--- config.mk ---
export PLATFORM = sky130hd
export DESIGN_NAME = esc_pwm_gen
export DESIGN_NICKNAME = d
export VERILOG_FILES = /design/src/rtl/esc_pkg.sv /design/src/rtl/esc_pulse_channel.sv /design/src/rtl/esc_pwm_gen.sv
export SDC_FILE = /design/constraint.sdc
export NUM_CORES = 1
export LEC_CHECK = 0
export ABC_AREA = 1
export BUFFER_PORTS_ARGS = -buffer_cell sky130_fd_sc_hd__buf_2
export CELL_PAD_IN_SITES_DETAIL_PLACEMENT = 1
export CELL_PAD_IN_SITES_GLOBAL_PLACEMENT = 2
export CORE_MARGIN = 2
export CORE_UTILIZATION = 30
export CTS_BUF_LIST = sky130_fd_sc_hd__clkbuf_8 sky130_fd_sc_hd__clkbuf_16
export DETAILED_ROUTE_END_ITERATION = 10
export PLACE_DENSITY_LB_ADDON = 0.12
export SLEW_MARGIN = 20
export SYNTH_ARGS = -nofsm -noshare
export SYNTH_HDL_FRONTEND = slang
export SYNTH_HIERARCHICAL = 1
export SYNTH_SLANG_ARGS = --single-unit
--- constraint.sdc ---
create_clock -name clk -period 6.7 [get_ports clk]
set_input_delay 0.67 -clock clk [delete_from_list [all_inputs] [get_ports clk]]
set_output_delay 0.67 -clock clk [all_outputs]
set_load 0.02 [all_outputs]
--- src/rtl/esc_pkg.sv ---
`default_nettype none
// +----------------------------------------------------------------------------+
// | Module : esc_pkg                                                           |
// | Shared types and sizing constants for the four-motor ESC pulse generator.  |
// | Rev    : 1.0                                                               |
// +----------------------------------------------------------------------------+
package esc_pkg;

  localparam int NUM_MOTORS = 4;
  localparam int THROTTLE_W = 8;

  typedef enum logic [1:0] {
    ARMING   = 2'd0,
    RUN      = 2'd1,
    FAILSAFE = 2'd2
  } esc_state_t;

  typedef logic [THROTTLE_W-1:0] throttle_t;

  // Widest pulse the arithmetic can produce, used for the elaboration check.
  function automatic longint max_pulse_cycles(input longint min_pulse, input longint step);
    return min_pulse + ((longint'(1) << THROTTLE_W) - 1) * step;
  endfunction

endpackage
`default_nettype wire

--- src/rtl/esc_pulse_channel.sv ---
`default_nettype none
// +----------------------------------------------------------------------------+
// | Module : esc_pulse_channel                                                 |
// | One motor: active throttle register, pulse-width arithmetic, and the       |
// | registered compare against the shared frame counter.                       |
// | Rev    : 1.0                                                               |
// +----------------------------------------------------------------------------+
module esc_pulse_channel
  import esc_pkg::*;
#(
  parameter int CNT_W            = 20,
  parameter int MIN_PULSE_CYCLES = 40000,
  parameter int STEP_CYCLES      = 157
) (
  input  logic             clk,
  input  logic             reset,
  input  logic             i_load,
  input  logic             i_force_zero,
  input  throttle_t        i_shadow,
  input  logic [CNT_W-1:0] i_cnt,
  output logic             o_pulse
);

  localparam logic [CNT_W-1:0] c_MIN  = CNT_W'(MIN_PULSE_CYCLES);
  localparam logic [CNT_W-1:0] c_STEP = CNT_W'(STEP_CYCLES);

  throttle_t        r_active;
  logic             r_pulse;
  logic [CNT_W-1:0] w_pulse_cycles;

  // The top-level check guarantees the widest pulse is below the frame
  // length, so the counter width holds it without truncation.
  assign w_pulse_cycles = c_MIN + CNT_W'(r_active) * c_STEP;

  always_ff @(posedge clk or posedge reset) begin
    if (reset) begin
      r_active <= '0;
      r_pulse  <= 1'b0;
    end else begin
      if (i_force_zero) begin
        r_active <= '0;
      end else if (i_load) begin
        r_active <= i_shadow;
      end
      r_pulse <= (i_cnt < w_pulse_cycles);
    end
  end

  assign o_pulse = r_pulse;

endmodule
`default_nettype wire

--- src/rtl/esc_pwm_gen.sv ---
`default_nettype none
// +----------------------------------------------------------------------------+
// | Module : esc_pwm_gen                                                       |
// | Four-channel servo-style ESC pulse generator with frame-aligned command    |
// | double buffering, power-up arming and loss-of-command failsafe.            |
// | Rev    : 1.0                                                               |
// +----------------------------------------------------------------------------+
module esc_pwm_gen
  import esc_pkg::*;
#(
  parameter int PERIOD_CYCLES    = 800000,
  parameter int MIN_PULSE_CYCLES = 40000,
  parameter int STEP_CYCLES      = 157,
  parameter int ARM_FRAMES       = 100,
  parameter int TIMEOUT_FRAMES   = 5
) (
  input  logic                             clk,
  input  logic                             reset,
  input  logic [NUM_MOTORS*THROTTLE_W-1:0] throttle_word,
  input  logic                             word_valid,
  output logic [NUM_MOTORS-1:0]            f_esc,
  output logic                             frame_start,
  output logic                             failsafe,
  output logic                             armed
);

  localparam int c_CNT_W = $clog2(PERIOD_CYCLES);
  localparam int c_ARM_W = $clog2(ARM_FRAMES + 1);
  localparam int c_WD_W  = $clog2(TIMEOUT_FRAMES + 1);

  localparam logic [c_CNT_W-1:0] c_CNT_LAST = c_CNT_W'(PERIOD_CYCLES - 1);
  localparam logic [c_ARM_W-1:0] c_ARM_LAST = c_ARM_W'(ARM_FRAMES - 1);
  localparam logic [c_WD_W-1:0]  c_WD_LAST  = c_WD_W'(TIMEOUT_FRAMES - 1);

  generate
    if (max_pulse_cycles(longint'(MIN_PULSE_CYCLES), longint'(STEP_CYCLES))
        >= longint'(PERIOD_CYCLES)) begin : g_bad_pulse_range
      $fatal(1, "esc_pwm_gen: MIN_PULSE_CYCLES + 255*STEP_CYCLES must be below PERIOD_CYCLES");
    end
    if ((ARM_FRAMES < 1) || (TIMEOUT_FRAMES < 1)) begin : g_bad_frame_counts
      $fatal(1, "esc_pwm_gen: ARM_FRAMES and TIMEOUT_FRAMES must be at least 1");
    end
  endgenerate

  logic [c_CNT_W-1:0]              r_cnt;
  logic [NUM_MOTORS*THROTTLE_W-1:0] r_shadow;
  esc_state_t                      r_state;
  logic [c_ARM_W-1:0]              r_arm_cnt;
  logic [c_WD_W-1:0]               r_wd;
  logic                            r_seen;
  logic                            r_frame_start;
  logic                            r_failsafe;
  logic                            r_armed;

  logic w_boundary;
  logic w_wd_expire;
  logic w_run_next;
  logic w_force_zero;

  assign w_boundary  = (r_cnt == c_CNT_LAST);
  assign w_wd_expire = !r_seen && (r_wd == c_WD_LAST);

  // Channels only follow the shadow when the frame after this boundary is RUN;
  // every other outcome (arming, entering or staying in failsafe) forces zero.
  assign w_run_next   = ((r_state == RUN) && !w_wd_expire) ||
                        ((r_state == FAILSAFE) && r_seen);
  assign w_force_zero = w_boundary && !w_run_next;

  always_ff @(posedge clk or posedge reset) begin
    if (reset) begin
      r_cnt         <= '0;
      r_shadow      <= '0;
      r_state       <= ARMING;
      r_arm_cnt     <= '0;
      r_wd          <= '0;
      r_seen        <= 1'b0;
      r_frame_start <= 1'b0;
      r_failsafe    <= 1'b0;
      r_armed       <= 1'b0;
    end else begin
      r_frame_start <= (r_cnt == '0);

      if (word_valid) begin
        r_shadow <= throttle_word;
      end

      if (w_boundary) begin
        r_cnt  <= '0;
        // A word on the boundary cycle belongs to the frame that starts next.
        r_seen <= word_valid;
        case (r_state)
          ARMING: begin
            r_arm_cnt <= r_arm_cnt + c_ARM_W'(1);
            if (r_arm_cnt == c_ARM_LAST) begin
              r_state    <= RUN;
              r_armed    <= 1'b1;
              r_failsafe <= 1'b0;
            end
          end
          RUN: begin
            if (r_seen) begin
              r_wd <= '0;
            end else begin
              r_wd <= r_wd + c_WD_W'(1);
              if (w_wd_expire) begin
                r_state    <= FAILSAFE;
                r_failsafe <= 1'b1;
              end
            end
          end
          FAILSAFE: begin
            if (r_seen) begin
              r_state    <= RUN;
              r_wd       <= '0;
              r_failsafe <= 1'b0;
            end
          end
          default: begin
            r_state    <= ARMING;
            r_arm_cnt  <= '0;
            r_armed    <= 1'b0;
            r_failsafe <= 1'b0;
          end
        endcase
      end else begin
        r_cnt <= r_cnt + c_CNT_W'(1);
        if (word_valid) begin
          r_seen <= 1'b1;
        end
      end
    end
  end

  generate
    for (genvar i = 0; i < NUM_MOTORS; i++) begin : g_channel
      esc_pulse_channel #(
        .CNT_W            (c_CNT_W),
        .MIN_PULSE_CYCLES (MIN_PULSE_CYCLES),
        .STEP_CYCLES      (STEP_CYCLES)
      ) u_channel (
        .clk          (clk),
        .reset        (reset),
        .i_load       (w_boundary),
        .i_force_zero (w_force_zero),
        .i_shadow     (r_shadow[i*THROTTLE_W +: THROTTLE_W]),
        .i_cnt        (r_cnt),
        .o_pulse      (f_esc[i])
      );
    end
  endgenerate

  assign frame_start = r_frame_start;
  assign failsafe    = r_failsafe;
  assign armed       = r_armed;

endmodule
`default_nettype wire

==> results by group <==
Timing
  – Final worst path period need: ~4.6 ns
  – Fin Clk Skew: 0.0157 ns
  – Unrepaired setup endpoints after global routing: no
  – Post-Route Setup TNS: 0 ns
  – Final hold viol count: 0
  – Hold Slack: 0.386 ns
  – Period utilisation layout: 69.0%
  – Relative slew margins: 45.9%
  – F_max: 216 MHz
  – Final WS setup: about 2.1 ns
  – Slew @ Worst Pin: 0.812 ns
  – Slew Limit Fails: 0
  – Setup-failing EPs final: 0

Critical path
  – CP Capture Type: flip-flop
  – Critical Path Fanout Max: 5
  – Critical Path RT: about 7.0 ns
  – Crit Path Class: flip-flop to flip-flop
  – CP Launch Type: flip-flop
  – Crit path arrival time: 4.90 ns

Detailed routing
  – Drt total wl: between 30 and 40 mm
  – DRC marker count from the first detailed-route iteration: 320
  – Routed len/inst: 15.1 microns
  – Residual DRC count: 0
  – Initial DRT Pass Iterations: 4
  – DR vias: around 10k
  – Post-route ant nets: 0
  – Via/cell ratio: 4.51

Synth
  – Most used DFF post-synth: dfrtp_1
  – Area leader, netlist: ha_1
  – Number of synthesized flops with an enable pin: 0
  – Yosys warns: 6
  – #FFs+latches synth: between 100 and 150
  – Synthesized area per cell: 7.45 sq um
  – Yosys cell types: 30
  – Proportion of netlist area held by the largest area contributor: 23.4%
  – Synth Instances: ~1.7k
  – Syn Nets: 2,039
  – Ranking of synthesized cells by area: ha_1 (23%), dfrtp_1 (20%), nand2_1 (14%)
  – Sequential element share of the synthesized area: 20.4%
  – Post-synth ARST share: 100%
  – Post-Syn Area: 12,600 sq um
  – Most common cell in the netlist: nand2_1
  – Commonest cells post-synth: nand2_1 (472), inv_1 (364), ha_1 (236)

Global route
  – Total routing usage reported by global routing: 16.6%
  – Vias in the first global route: 10.9k
  – Global-route wire length before repair: 57.2 mm
  – Largest net degree at the start of global routing: 41
  – Remaining Overflow, GRT: 0
  – Initial antenna violation count: 0

Clocking
  – Clock sinks: 103
  – Total CTS buffers: 9
  – Clock transition at path regs: 0.08 ns
  – Root Buffer Master: clkbuf_16
  – Hold Buf Count CTS: 0
  – CTS tree: yes
  – Post-CTS setup buffers: 0
  – Skew-Pair Late Insertion Delay: between 0.3 and 0.4 ns
  – Post_cts resized: 0
  – CTS Buffer Depth: 2
  – # H-tree levels: 3

Finish
  – Final nets: about 2.1k
  – Finished Layout Cells: 2,282
  – Layout cell share with drive strength beyond 1: roughly 7%
  – Area Overhead vs Synth: 8.70%
  – Filler cells: roughly 5.1k
  – Final Cell Area: around 14,000 sq um

Power
  – Worst vdd ir: 88.6 uV
  – Leakage: 8.05 nW
  – Pwr Density: ~91 nW/um^2

Placed design
  – PortBufs: 41
  – GPL Wtd Cong: 0.795
  – DP Wirelength: 28.8 mm
  – Total placed cells including tap cells: 2,265
  – Pre-CTS setup slack: 2.03 ns
  – Dpl cell area: 13,400 sq um

Floorplanning
  – Initial cell density of the core: 30.3%
  – # IOs: 42
  – DIE AREA: between 40,000 and 50,000 sq um
  – Rows: 75
  – Die span in x: 209 microns
  – Core area: around 42,000 sq um
  – Die height: 209 microns

Outcome
  – Outcome: complete, no violations

Hold path
  – Hold Path Class: primary input to asynchronous set/reset pin

Flow run
  – MaxCap Viol Count: 0
[critical path: stages, from the launching register on]
cell	delay, ns
dfrtp_1	0.50
inv_1	0.17
fa_1	0.56
inv_1	0.04
ha_1	0.29
fa_1	0.54
inv_1	0.06
fa_1	0.53
inv_1	0.04
ha_1	0.34
nand2_1	0.08
nand2_1	0.09
nand2_1	0.08
nand2_1	0.06
a21oi_1	0.16
xor2_1	0.09
ha_1	0.29
nand2_1	0.07
nor2_1	0.14
nand2_1	0.08
nor3_1	0.13
nand2_1	0.07
inv_1	0.05
nor2_1	0.03
[sequential cells by signal, summed over array words and instances, names as in the netlist, 2 cells and up]
register                      cells
r_arm_cnt                         7
r_shadow                         32
g_channel.u_channel/o_pulse       4
r_wd                              3
r_state                           2
g_channel.u_channel/r_active     32
r_cnt                            20
[cell usage in the layout (no fill, tap or decap), types with 3 or more instances in the layout]
master and n:
ha_1 236, nand2_2 3, nand2_1 472, a21oi_1 55, nand3_2 12, inv_2 3
a21o_1 4, xor2_1 24, fa_1 72, or2_1 4, o21ai_2 32, nand3_1 89
xnor2_1 14, o21ai_0 9, nor2_4 4, nor2_2 3, buf_2 41, nand4_1 23
nor3_1 10, buf_4 4, nor2_1 138, inv_1 363, clkbuf_16 9, dfrtp_1 103
[final timing paths]
path                                                  end  slack (ns)  cells after the start                                from
max reg2reg                g_channel[0].u_channel/o_pulse        2.08                     23  g_channel[0].u_channel/r_active[4]
min in group clk                             r_shadow[12]        0.48                      2                        r_shadow[12]
min                        g_channel[3].u_channel/o_pulse        0.39                      2                               reset
max                        g_channel[0].u_channel/o_pulse        2.08                     23  g_channel[0].u_channel/r_active[4]
min reg2reg                                  r_shadow[12]        0.48                      2                        r_shadow[12]
max in group asynchronous                     r_shadow[5]        5.18                      3                               reset
[layout make-up]
cell class | instances | area (sq um) | area share, %
Inverter | 366 | 1370 | 10.0
Clock buffer | 9 | 225 | 1.64
Multi-Input combinational cell | 1212 | 8590 | 62.5
Timing Repair Buffer | 45 | 235 | 1.71
Tap cell | 539 | 674 | 4.91
Sequential cell | 103 | 2580 | 18.8
Antenna cell | 1 | 2.50 | 0.0182
Clock inverter | 7 | 63.8 | 0.464
[per-layer routing]
| metal | GRT usage (%) | vias to the layer above | routed length [microns] |
|---|---|---|---|
| met5 | 0 | - | 0 |
| met4 | 2.73 | 0 | 239 |
| met3 | 2.30 | 11 | 623 |
| met2 | 28.5 | 51 | 16500 |
| met1 | 22.6 | 4907 | 17100 |
| li1 | - | 5320 | - |
[stage by stage]
| step | power (mW) | utilization, % |
|---|---|---|
| floorplan | 0.686 | - |
| global placement | 0.713 | 32.2 |
| detailed placement | 0.715 | 32.2 |
| CTS | 1.29 | 32.9 |
| global route | 1.31 | 32.9 |
| finish | 1.25 | 32.9 |
[power by group]
group,total (mW),internal [mW],switching [mW],leakage (nW)
sequential,0.648,0.638,0.00970,1.34
combinational,0.0516,0.0158,0.0358,6.56
clock,0.555,0.261,0.294,0.145
total,1.25,0.915,0.340,8.05
[logic make-up after synthesis]
group / share of synthesized area, %
DFF: 20.4
AOI/OAI and AO/OA: 5.06
xor gates and xnor gates: 2.63
and+or+nand+nor: 25.5
buffers and inverters: 11.7
adders and majority gates: 34.8
Note: power is estimated with default switching activity, not from simulation.
